`src/rtl/pmod_da2_tx_pkg.sv`:
```
// Shared types and constants for the Pmod DA2 transmit path.
package da2_pkg;

  typedef enum logic [1:0] {
    IDLE,
    SHIFT,
    GAP
  } state_t;

  localparam int unsigned FRAME_BITS = 16;
  localparam int unsigned DATA_BITS  = 12;

  // DAC121S101 power-down field, shared by both converters.
  localparam logic [1:0] PD_NORMAL = 2'b00;
  localparam logic [1:0] PD_1K     = 2'b01;
  localparam logic [1:0] PD_100K   = 2'b10;
  localparam logic [1:0] PD_HIZ    = 2'b11;

  // Frame layout: two don't-care zeros, power-down mode, then the code, MSB first.
  function automatic logic [FRAME_BITS-1:0] build_frame(input logic [1:0] pd,
                                                        input logic [DATA_BITS-1:0] code);
    return {2'b00, pd, code};
  endfunction

endpackage

```
`src/rtl/pmod_da2_tx_if.sv`:
```
// Sample-pair stream: one valid/ready handshake carrying both channel codes.
interface pmod_da2_tx_if;

  logic                          s_valid;
  logic                          s_ready;
  logic [da2_pkg::DATA_BITS-1:0] s_data_a;
  logic [da2_pkg::DATA_BITS-1:0] s_data_b;
  logic [1:0]                    s_pd;

  modport master (
    output s_valid,
    output s_data_a,
    output s_data_b,
    output s_pd,
    input  s_ready
  );

  modport slave (
    input  s_valid,
    input  s_data_a,
    input  s_data_b,
    input  s_pd,
    output s_ready
  );

endinterface

```
`src/rtl/pmod_da2_tx_timer.sv`:
```
// Half-period timer: one-cycle tick every CLK_DIV enabled cycles.
module da2_half_period_timer #(
  parameter int unsigned CLK_DIV = 2
) (
  input  logic clk,
  input  logic reset,
  input  logic clear,
  input  logic enable,
  output logic tick
);

  localparam int unsigned CntW = $clog2(CLK_DIV + 1);
  localparam logic [CntW-1:0] CntLast = CntW'(CLK_DIV - 1);

  logic [CntW-1:0] cnt_q, cnt_d;

  assign tick = enable && (cnt_q == CntLast);

  // Next count: clear wins, otherwise count up and wrap on tick.
  always_comb begin
    cnt_d = cnt_q;
    if (clear) begin
      cnt_d = '0;
    end else if (enable) begin
      cnt_d = tick ? '0 : cnt_q + CntW'(1);
    end
  end

  // Counter register.
  always_ff @(posedge clk) begin
    if (reset) begin
      cnt_q <= '0;
    end else begin
      cnt_q <= cnt_d;
    end
  end

endmodule

```
`src/rtl/pmod_da2_tx.sv`:
```
// Pmod DA2 transmitter: serialises one accepted sample pair per 16-bit SPI frame.
module pmod_da2_tx
  import da2_pkg::*;
#(
  parameter int unsigned CLK_DIV    = 2,
  parameter int unsigned GAP_CYCLES = 4
) (
  input  logic          clk,
  input  logic          reset,
  pmod_da2_tx_if.slave  s,
  output logic          dac_sclk,
  output logic          dac_sync_n,
  output logic          dac_dina,
  output logic          dac_dinb,
  output logic          busy,
  output logic          frame_done
);

  localparam int unsigned GapW = $clog2(GAP_CYCLES + 1);
  localparam logic [GapW-1:0] GapLast = GapW'(GAP_CYCLES - 1);
  localparam logic [4:0] BitLast = 5'(FRAME_BITS - 1);

  state_t                state_q, state_d;
  logic                  sclk_q, sclk_d;
  logic                  sync_n_q, sync_n_d;
  logic [FRAME_BITS-1:0] sh_a_q, sh_a_d;
  logic [FRAME_BITS-1:0] sh_b_q, sh_b_d;
  logic [4:0]            bit_q, bit_d;
  logic [GapW-1:0]       gap_q, gap_d;
  logic                  done_q, done_d;
  logic                  accept;
  logic                  tick;

  assign s.s_ready = (state_q == IDLE) && !reset;
  assign accept    = s.s_valid && s.s_ready;

  da2_half_period_timer #(
    .CLK_DIV(CLK_DIV)
  ) u_timer (
    .clk   (clk),
    .reset (reset),
    .clear (accept),
    .enable(state_q == SHIFT),
    .tick  (tick)
  );

  // Next-state logic: load on accept, fall/rise SCLK on ticks, shift on rises.
  always_comb begin
    state_d  = state_q;
    sclk_d   = sclk_q;
    sync_n_d = sync_n_q;
    sh_a_d   = sh_a_q;
    sh_b_d   = sh_b_q;
    bit_d    = bit_q;
    gap_d    = gap_q;
    done_d   = 1'b0;
    case (state_q)
      IDLE: begin
        if (accept) begin
          state_d  = SHIFT;
          sync_n_d = 1'b0;
          sclk_d   = 1'b1;
          sh_a_d   = build_frame(s.s_pd, s.s_data_a);
          sh_b_d   = build_frame(s.s_pd, s.s_data_b);
          bit_d    = '0;
        end
      end
      SHIFT: begin
        if (tick) begin
          if (sclk_q) begin
            // Falling edge: DAC samples the bit currently presented.
            sclk_d = 1'b0;
          end else if (bit_q == BitLast) begin
            // End of the 16th low half-period closes the frame.
            state_d  = GAP;
            sync_n_d = 1'b1;
            sclk_d   = 1'b1;
            sh_a_d   = '0;
            sh_b_d   = '0;
            bit_d    = '0;
            gap_d    = '0;
            done_d   = 1'b1;
          end else begin
            sclk_d = 1'b1;
            bit_d  = bit_q + 5'd1;
            sh_a_d = {sh_a_q[FRAME_BITS-2:0], 1'b0};
            sh_b_d = {sh_b_q[FRAME_BITS-2:0], 1'b0};
          end
        end
      end
      GAP: begin
        if (gap_q == GapLast) begin
          state_d = IDLE;
          gap_d   = '0;
        end else begin
          gap_d = gap_q + GapW'(1);
        end
      end
      default: state_d = IDLE;
    endcase
  end

  // State and output registers; reset aborts any frame in flight.
  always_ff @(posedge clk) begin
    if (reset) begin
      state_q  <= IDLE;
      sclk_q   <= 1'b1;
      sync_n_q <= 1'b1;
      sh_a_q   <= '0;
      sh_b_q   <= '0;
      bit_q    <= '0;
      gap_q    <= '0;
      done_q   <= 1'b0;
    end else begin
      state_q  <= state_d;
      sclk_q   <= sclk_d;
      sync_n_q <= sync_n_d;
      sh_a_q   <= sh_a_d;
      sh_b_q   <= sh_b_d;
      bit_q    <= bit_d;
      gap_q    <= gap_d;
      done_q   <= done_d;
    end
  end

  assign dac_sclk   = sclk_q;
  assign dac_sync_n = sync_n_q;
  assign dac_dina   = sh_a_q[FRAME_BITS-1];
  assign dac_dinb   = sh_b_q[FRAME_BITS-1];
  assign busy       = (state_q != IDLE);
  assign frame_done = done_q;

endmodule

```
`src/flat_wrapper.sv`:
```
// flat-port wrapper written by rule: the top's interface ports become plain ports
module pmod_da2_tx_flat import da2_pkg::*;
#(
  parameter int unsigned CLK_DIV    = 2,
  parameter int unsigned GAP_CYCLES = 4
)
  (clk, reset, dac_sclk, dac_sync_n, dac_dina, dac_dinb, busy, frame_done, s_s_valid, s_s_data_a, s_s_data_b, s_s_pd, s_s_ready);
  pmod_da2_tx_if s_i ();
  input  logic clk;
  input  logic reset;
  output logic dac_sclk;
  output logic dac_sync_n;
  output logic dac_dina;
  output logic dac_dinb;
  output logic busy;
  output logic frame_done;
  input wire logic [$bits(s_i.s_valid)-1:0] s_s_valid;
  input wire logic [$bits(s_i.s_data_a)-1:0] s_s_data_a;
  input wire logic [$bits(s_i.s_data_b)-1:0] s_s_data_b;
  input wire logic [$bits(s_i.s_pd)-1:0] s_s_pd;
  output wire logic [$bits(s_i.s_ready)-1:0] s_s_ready;
  assign s_i.s_valid = s_s_valid;
  assign s_i.s_data_a = s_s_data_a;
  assign s_i.s_data_b = s_s_data_b;
  assign s_i.s_pd = s_s_pd;
  assign s_s_ready = s_i.s_ready;
  pmod_da2_tx #(.CLK_DIV(CLK_DIV), .GAP_CYCLES(GAP_CYCLES)) u_core (.clk(clk), .reset(reset), .s(s_i), .dac_sclk(dac_sclk), .dac_sync_n(dac_sync_n), .dac_dina(dac_dina), .dac_dinb(dac_dinb), .busy(busy), .frame_done(frame_done));
endmodule
```
`config.mk`:
```
export PLATFORM = sky130hd
export DESIGN_NAME = pmod_da2_tx_flat
export DESIGN_NICKNAME = d
export VERILOG_FILES = /design/src/rtl/pmod_da2_tx_pkg.sv /design/src/rtl/pmod_da2_tx_if.sv /design/src/rtl/pmod_da2_tx_timer.sv /design/src/rtl/pmod_da2_tx.sv /design/src/flat_wrapper.sv
export SDC_FILE = /design/constraint.sdc
export NUM_CORES = 1
export LEC_CHECK = 0
export CAP_MARGIN = 20
export CORE_MARGIN = 2
export CORE_UTILIZATION = 25
export CTS_BUF_LIST = sky130_fd_sc_hd__clkbuf_4
export DETAILED_ROUTE_END_ITERATION = 12
export GPL_TIMING_DRIVEN = 0
export PLACE_DENSITY = 0.41
export SYNTH_ARGS = -nofsm -noshare
export SYNTH_HDL_FRONTEND = slang
export SYNTH_HIERARCHICAL = 1
export SYNTH_SLANG_ARGS = --single-unit
```
`constraint.sdc`:
```
create_clock -name clk -period 2.3 [get_ports clk]
set_input_delay 0.46 -clock clk [delete_from_list [all_inputs] [get_ports clk]]
set_output_delay 0.46 -clock clk [all_outputs]
set_load 0.05 [all_outputs]
```
==> qor.json <==
{
  "outcome": "complete, no violations",
  "placed_area_um2": 2741,
  "slowest_stage": "sky130_fd_sc_hd__dfxtp_1",
  "power.sequential.fraction": 0.565,
  "sequential_fraction_of_the_synthesis_area": 0.4180,
  "first_iter_violations": 36,
  "gp_congestion": 0.7435,
  "synth-compound-area-share": 0.2790,
  "grt_setup_unrepaired": "false",
  "drv_slew": 0,
  "postCtsHoldBufs": 0,
  "async_flop_share": 0,
  "floorplan.rows": 34,
  "syn-instance-count": 218,
  "drt-pass1-iter-count": 4,
  "dp_cells": 361,
  "pwr_density_cell_nw_per_um2": 531.3,
  "ys_ff_latch": 47,
  "drc": 0,
  "grt_start_max_net_pins": 14,
  "worst-endpoint-arrival_ns": 1.73,
  "leakagePower_nw": 1.104,
  "top_level_ports": 36,
  "io_buffer_count": 35,
  "synthFlopType": "sky130_fd_sc_hd__dfxtp_1",
  "power.ir.vdd_worst_v": 0.0001709,
  "crit_path_cell_trace": "clkbuf_4, clkbuf_2, or2_2, clkdlybuf4s15_2",
  "final_hold_viol_count": 0,
  "synth_simple_gate_area_frac": 0.2240,
  "cap_violations": 0,
  "netSwitchingFraction": 0.2769,
  "combinationalPowerShare": 0.171,
  "average_via_count_per_standard_cell": 5.056,
  "fin_nets": 294,
  "floorplan.die.width_um": 98.89,
  "critical-path-max-stage-delay_ns": 0.34,
  "critical_path.max_fanout": 10,
  "layout_worst_path_cycle_share": 0.9516,
  "synth.mux.area_fraction": 0.005003,
  "globalRouteOverflowTotal": 0,
  "initial_utilization": 0.2581,
  "grt_antenna_before_repair": 0,
  "max_clock_freq_mhz": 456.9,
  "hold_class": "register to register",
  "synthesis.nets": 249,
  "ctsLongestPathBuffers": 2,
  "setup.worst_path.class": "register to output pin",
  "cell_internal_pwr_mw": 1.103,
  "synth-edff-count": 0,
  "hold_slack_ns": 0.4642,
  "critPathLaunchType": "register",
  "layout-area-overhead-vs-synth_pct": 27.57,
  "post_synth_xor_area_fraction": 0.003891,
  "fp.dieArea_um2": 9778,
  "yosysUniqueCellTypes": 45,
  "hpwlAfterDp_um": 4184,
  "power.net_switching_mw": 0.4225,
  "clock_tree_from_tritoncts": "done",
  "tightest_slew_ns": 0.6309,
  "die-height_um": 98.89,
  "cts.clk_slew.worst_paths_ns": 0.14,
  "clock_tree.root_cell": "sky130_fd_sc_hd__clkbuf_4",
  "setup-violations-final": 0,
  "via_count_of_the_first_global_routing_pass": 1980,
  "max_slew_margin": 0.5776,
  "worstSkewPairLatency_ns": 0.37,
  "clock_tree.htree_level_count": 2,
  "skew_ns": 0.008683,
  "power_frac_clock": 0.264,
  "clock-sinks": 47,
  "dominant_combinational_cell_family_by_area_after_synthesis": "compound AO/OA/AOI/OAI gates",
  "stdcell_count": 372,
  "grt_first_pass_wirelength_um": 10250,
  "core_area_um2": 8721,
  "stdcell_area_um2": 2872,
  "ys.warnings.count": 6,
  "routed-via-count": 1881,
  "drive_above_1_share": 0.1515,
  "worst_setup_path_end_kind": "output pin",
  "global_route_total_usage_across_every_layer": 0.1317,
  "synth-adder-area-share": 0.01112,
  "fin_crit_ns": 2.189,
  "diodes": 0,
  "post_synth_instance_area_um2": 2251,
  "wire_per_inst_um": 16.58,
  "worst-endpoint-required_ns": 1.84,
  "final_antenna_net_count": 0,
  "final.setup.tns_ns": 0,
  "synth_area_per_cell_um2": 10.33,
  "postRouteWirelength_um": 6168,
  "cts_buffers": 5
}
## power groups by stage
| stage | logic [mW] | clock network (mW) | registers [mW] |
|---|---|---|---|
| after floorplan | 0.138 | 0 | 0.882 |
| after global placement | 0.246 | 0 | 0.879 |
| after detailed placement | 0.246 | 0 | 0.879 |
| after CTS | 0.261 | 0.430 | 0.862 |
| after global routing | 0.284 | 0.452 | 0.867 |
| final | 0.260 | 0.403 | 0.862 |
## cell usage after synthesis (2+ instances only)
cell type,instances,share of area
sky130_fd_sc_hd__o2bb2ai_1,27,0.11
sky130_fd_sc_hd__dfxtp_1,47,0.42
sky130_fd_sc_hd__nand2b_1,6,0.017
sky130_fd_sc_hd__nand2_1,3,0.0050
sky130_fd_sc_hd__and3b_1,28,0.11
sky130_fd_sc_hd__nor2_1,6,0.010
sky130_fd_sc_hd__o22ai_1,2,0.0056
sky130_fd_sc_hd__clkbuf_1,12,0.020
sky130_fd_sc_hd__buf_2,7,0.016
sky130_fd_sc_hd__ha_1,2,0.011
sky130_fd_sc_hd__nor3_2,2,0.0089
sky130_fd_sc_hd__a21oi_1,3,0.0067
sky130_fd_sc_hd__o21ai_0,3,0.0067
sky130_fd_sc_hd__buf_6,4,0.020
sky130_fd_sc_hd__o211ai_1,2,0.0067
sky130_fd_sc_hd__a22oi_1,26,0.087
sky130_fd_sc_hd__a211oi_1,2,0.0067
sky130_fd_sc_hd__nor3_1,2,0.0044
sky130_fd_sc_hd__a22o_1,5,0.019
sky130_fd_sc_hd__and3_1,3,0.0083
sky130_fd_sc_hd__inv_1,2,0.0033
## state kept, by name (all words and copies together) (netlist names)
signal / flops
u_core/dac_sclk: 1
u_core/dac_sync_n: 1
u_core/bit_q: 5
u_core/state_q: 2
u_core/sh_b_q: 16
u_core/gap_q: 3
u_core/frame_done: 1
u_core/u_timer/cnt_q: 2
u_core/sh_a_q: 16
## cell families (layout without fill, tap and decap cells)
| group | after synthesis | after routing |
|---|---|---|
| AO/OA/AOI/OAI | 77 | 77 |
| AND/OR/NAND/NOR | 65 | 65 |
| flip-flops | 47 | 47 |
| buffers and inverters | 25 | 71 |
| adder cells (fa/ha/maj) | 2 | 2 |
| XOR/XNOR | 1 | 1 |
| multiplexers | 1 | 1 |
## final timing paths
kind,end,slack (ns),depth (start not counted),from
worst max-delay path,busy,0.11,4,u_core/state_q[1]
worst min-delay path,u_core/gap_q[2],0.46,2,u_core/gap_q[2]
worst max register to register,u_core/bit_q[3],0.13,11,u_core/state_q[1]
worst min register to register,u_core/gap_q[2],0.46,2,u_core/gap_q[2]
## placed cells by master (no fill, tap or decap), types with 2 or more instances in the layout
cell type | Yosys | layout
sky130_fd_sc_hd__a211oi_1 | 2 | 2
sky130_fd_sc_hd__a21oi_1 | 3 | 3
sky130_fd_sc_hd__a22o_1 | 5 | 5
sky130_fd_sc_hd__a22oi_1 | 26 | 26
sky130_fd_sc_hd__and3_1 | 3 | 3
sky130_fd_sc_hd__and3b_1 | 28 | 28
sky130_fd_sc_hd__buf_2 | 7 | 3
sky130_fd_sc_hd__buf_4 | 0 | 5
sky130_fd_sc_hd__buf_6 | 4 | 5
sky130_fd_sc_hd__clkbuf_1 | 12 | 8
sky130_fd_sc_hd__clkbuf_2 | 0 | 3
sky130_fd_sc_hd__clkbuf_4 | 0 | 8
sky130_fd_sc_hd__clkdlybuf4s50_1 | 0 | 33
sky130_fd_sc_hd__clkinv_1 | 0 | 2
sky130_fd_sc_hd__dfxtp_1 | 47 | 47
sky130_fd_sc_hd__ha_1 | 2 | 2
sky130_fd_sc_hd__nand2_1 | 3 | 3
sky130_fd_sc_hd__nand2b_1 | 6 | 5
sky130_fd_sc_hd__nor2_1 | 6 | 5
sky130_fd_sc_hd__nor3_2 | 2 | 3
sky130_fd_sc_hd__o211ai_1 | 2 | 2
sky130_fd_sc_hd__o21ai_0 | 3 | 3
sky130_fd_sc_hd__o22ai_1 | 2 | 2
sky130_fd_sc_hd__o2bb2ai_1 | 27 | 27
## critical path: cells and delay by family, from the launching register on
family	cells	cell delay, ns
flip-flops	1	0.34
buffers and inverters	3	0.73
AND/OR/NAND/NOR	1	0.30
## repair_timing
action,4_1_cts,5_1_grt
gates resized for setup,18,7
hold endpoints to repair,0,0
pin swaps,1,2
cloned,0,0
endpoints found under the setup margin,38,37
setup buffers,3,0
## routing by layer
metal  part of all wire  vias to the layer above  GRT usage
li1                   -                      932          -
met1               0.50                      900     0.1851
met2               0.45                       41     0.2053
met3              0.042                        8    0.02411
met4              0.012                        0    0.04004
met5                  0                        -          0
## through the flow
step / worst slack (ns) / power, mW / utilization
3_5_place_dp: -0.6542 / 1.125 / 0.3143
3_3_place_gp: -0.6596 / 1.125 / 0.3143
4_1_cts: 0.002917 / 1.553 / 0.3281
2_1_floorplan: 0.3242 / 1.021 / -
5_1_grt: 0.008702 / 1.603 / 0.3293
6_report: 0.1114 / 1.526 / 0.3293
## final cells by class
class | instances | area (um2)
Timing Repair Buffer | 38 | 381.6
Buffer | 23 | 148.9
Multi-Input combinational cell | 146 | 1205
Fill cell | 900 | 5849
Sequential cell | 47 | 940.9
Clock buffer | 6 | 45.04
Clock inverter | 2 | 7.507
Tap cell | 108 | 135.1
Inverter | 2 | 7.507
Power figures use the tool's default switching activity.
==> RTL change 1: new RTL, same flow settings <==
Register the output `dac_sync_n` once more; this adds one clock of latency there. The other outputs are not delayed to match.
--- a/src/rtl/pmod_da2_tx.sv
+++ b/src/rtl/pmod_da2_tx.sv
@@ -126,3 +126,5 @@
   assign dac_sclk   = sclk_q;
-  assign dac_sync_n = sync_n_q;
+  always_ff @(posedge clk) begin
+    dac_sync_n <= sync_n_q;
+  end
   assign dac_dina   = sh_a_q[FRAME_BITS-1];
Behaviour: not the same (a bounded check fails within 4 cycles, from zero or initial values and one cycle with reset high).
==> RTL change 1 against the unedited design <==
Sequential cell count rose by 1; cell area rose by 0.65%; cell count did not move; synthesized area rose by 0.89%; wire length fell by 0.28%; sequential share of layout area rose by 0.48 points; worst setup slack got worse by 14 ps; maximum frequency fell by 0.63%; total power barely moved.
==> RTL change 1: results (changes against the unedited design) <==
WL met2=2740 um (-0.44%); Fin Hold WS=367 ps (-97.0 ps); Clock Skew=12.9 ps (+4.20 ps); LEAKAGE=1.10 nW (about the same); WL/cell=16.5 um (-0.28%); Syn Nets=250 (+0.40%); Worst Setup EP=busy; Synth async-reset ratio=0 (unchanged); peak supply drop=197 uV (+15%); Post-synth top cells=dfxtp_1 (48), and3b_1 (28), o2bb2ai_1 (27); status=finished, final reports clean; sink of the worst hold path=u_core/dac_sync_n$_DFF_P_; measured slew at the worst slew-check pin=618 ps (-13.0 ps); DR iter-0 viols=77 (+110%); first-pass GRT wire length=10300 um (+0.74%); Worst R2R Setup Slack=150 ps (+20 ps); met1 usage=0.191 (+0.00561); Placed Area=2760 um^2 (+0.73%); hold wc startpoint=u_core/sync_n_q$_SDFFE_PP1P_; Hold Crit Depth=0 (-2); Global Route met3 Usage=0.0246 (+0.000482); synthesized area per cell=10.4 um^2 (+0.43%); Setup WS pre-CTS=-628 ps (+26.4 ps); synth top area cells=dfxtp_1 (42%), and3b_1 (11%), o2bb2ai_1 (10%); sequential fraction of the synthesis area=0.423 (+0.00513); Critical Path Source=u_core/state_q[0]$_SDFFE_PP0P_; Tot GR Track Use=0.131 (-0.000465); DRT met1 WL=3150 um (+2.3%)
-- RTL change 1: layout make-up --
cell class	instances	area, um^2
sequential	48	961
tap	108	135
timing repair buffer	38	382
buffer	23	149
multi-input combinational	146	1210
clock buffer	5	37.5
clock inverter	2	7.51
inverter	2	7.51
fill	927	5870
-- RTL change 1: what timing repair did --
action                                 in CTS  in global routing
setup buffers                               2                  1
endpoints found under the hold margin       0                  0
resized for setup                          17                 10
setup endpoints to repair                  37                 37
pin swaps                                   1                  2
-- RTL change 1: report_power, final --
part           switching [mW]  total [mW]  internal, mW
registers              0.0163       0.881         0.865
logic                   0.129       0.260         0.131
clock network           0.277       0.384         0.108
-- RTL change 1: cell families (layout without fill, tap and decap cells) --
group,Yosys count,after routing,share of synthesized area
AOI/OAI and AO/OA,77,77,0.277
and+or+nand+nor,65,65,0.222
DFF,48,48,0.423
buffers and inverters,25,70,0.0584
adders and majority gates,2,2,0.0110
xor gates and xnor gates,1,1,0.00386
muxes,1,1,0.00496
==> RTL change 2: new RTL, config.mk and constraints unchanged <==
Made on the original files. `GAP_CYCLES` is set to 4 in 2 places; all go to 2.
--- a/src/rtl/pmod_da2_tx.sv
+++ b/src/rtl/pmod_da2_tx.sv
@@ -5,3 +5,3 @@
   parameter int unsigned CLK_DIV    = 2,
-  parameter int unsigned GAP_CYCLES = 4
+  parameter int unsigned GAP_CYCLES = 2
 ) (
--- a/src/flat_wrapper.sv
+++ b/src/flat_wrapper.sv
@@ -4,3 +4,3 @@
   parameter int unsigned CLK_DIV    = 2,
-  parameter int unsigned GAP_CYCLES = 4
+  parameter int unsigned GAP_CYCLES = 2
 )
Formal check against the unedited RTL: same outputs for any inputs over 10 cycles, from zero or initial values and one cycle with reset high; that may be too few to reach the edited logic, so the function may still have changed.
==> RTL change 2 against the unedited design <==
Critical path type unchanged; cell area decreased by 2.4%; sequential share of layout area increased by 0.16 points; worst setup slack got worse by 23 ps; die area decreased by 2.9%; non-clock buffer count is 4 lower; core utilization down 0.30 points; total power is 14% higher; via count is 3.4% higher; sequential cell count shrank 1; combinational power increased by 32%; clock power is 30% higher; synthesized area decreased by 3.1%; register-to-register slack gained 40 ps; wire length decreased by 2.2%.
==> RTL change 2: results (changes against the unedited design) <==
sink of the worst hold path=u_core/sh_a_q[15]$_SDFFE_PP0P_; post-synthesis cell count=241 (+11%); share of cells above drive strength 1=0.166 (+0.0146); Yosys cell types=44 (-2.2%); mux contribution to synthesized area=0.00459 (-0.000416); setup bufs post-CTS=0 (-3); Via Count=1945 (+3.4%); DR iter-0 viols=75 (+110%); Register-to-Register Path Depth=9 (-2); LEAKAGE=0.955 nW (-13%); critical path fanouts, max=8 (-2); IO buf count=35 (unchanged); Psw=0.480 mW (+14%); number of placed instances, taps included=384 (+6.4%); Tot GR Track Use=0.129 (-0.00312); Post-synth top cells=dfxtp_1 (46), nand3_1 (32), nand2_1 (29); Synth Area in Compound Gates=0.204 (-0.0755); Placed Area=2670 um^2 (-2.6%); YS warnings=6 (unchanged); status=finished, final reports clean; TritonRoute pass-1 iters=5 (+1); dpl hpwl=4170 um (-0.31%); Post-Synth XOR/XNOR Area=0.00401 (+0.000123); measured slew at the worst slew-check pin=678 ps (+47.2 ps); Worst Path Arrival=1750 ps (+20 ps); first-pass GRT wire length=9840 um (-4.0%); final net count=312 (+6.1%); placer congestion estimate=0.696 (-6.4%); adder-cell area share of the yosys netlist=0.00573 (-0.00538); peak supply drop=256 uV (+50%); sequential fraction of the synthesis area=0.422 (+0.00401); Worst R2R Setup Slack=170 ps (+40 ps); post-CTS resize count=20 (+2); reg-to-reg endpoint=u_core/sh_b_q[10]$_SDFFE_PP0P_; combinational power=0.342 mW (+32%); Non-Filler Instances=391 (+5.1%); Clock Skew=14.4 ps (+5.72 ps); hold wc startpoint=u_core/sh_a_q[15]$_SDFFE_PP0P_; WL/cell=15.4 um (-7.0%)
## RTL change 2: cell count changes after synthesis, sizes merged, moves of 24 or more
| cell | delta |
|---|---|
| a22oi | -26 |
| a311oi | +26 |
| and3b | -29 |
| nand2 | +26 |
| nand3 | +31 |
| nor3 | +24 |
| o2bb2ai | -27 |
## RTL change 2: cells by family (layout without fill, tap and decap cells)
| logic type | count (synthesis) | after routing |
|---|---|---|
| adder cells (fa/ha/maj) | 1 | 1 |
| AND/OR/NAND/NOR | 114 | 114 |
| flip-flops | 46 | 46 |
| XOR/XNOR | 1 | 1 |
| AO/OA/AOI/OAI | 46 | 46 |
| multiplexers | 1 | 1 |
| buffers and inverters | 32 | 74 |
## RTL change 2: stage by stage
step / total power, mW / hold WS, ps / setup slack (ps) / util
after global placement: 1.22 / 462 / -629 / 0.311
after detailed placement: 1.22 / 458 / -644 / 0.311
after global routing: 1.82 / 505 / 22.5 / 0.326
after floorplan: 1.10 / 442 / 106 / -
after CTS: 1.76 / 489 / 24.3 / 0.325
final: 1.73 / 482 / 88.6 / 0.326
## RTL change 2: layout make-up
cell class | instances | area (um^2)
timing repair buffer | 35 | 350
inverter | 9 | 46.3
tap | 108 | 135
clock buffer | 7 | 52.6
buffer | 22 | 184
fill | 936 | 5790
sequential | 46 | 923
clock inverter | 1 | 30.0
multi-input combinational | 163 | 1080
## RTL change 2: routing by layer
| metal | GRT usage | share of wire |
|---|---|---|
| met1 | 0.185 | 0.50 |
| met2 | 0.199 | 0.46 |
| met3 | 0.0259 | 0.032 |
| met4 | 0.0288 | 0.0060 |
| met5 | 0 | 0 |
## RTL change 2: critical path, stage by stage, from the launching register on
cell,delay (ps)
dfxtp_2,380
or2_2,310
clkdlybuf4s50_1,700
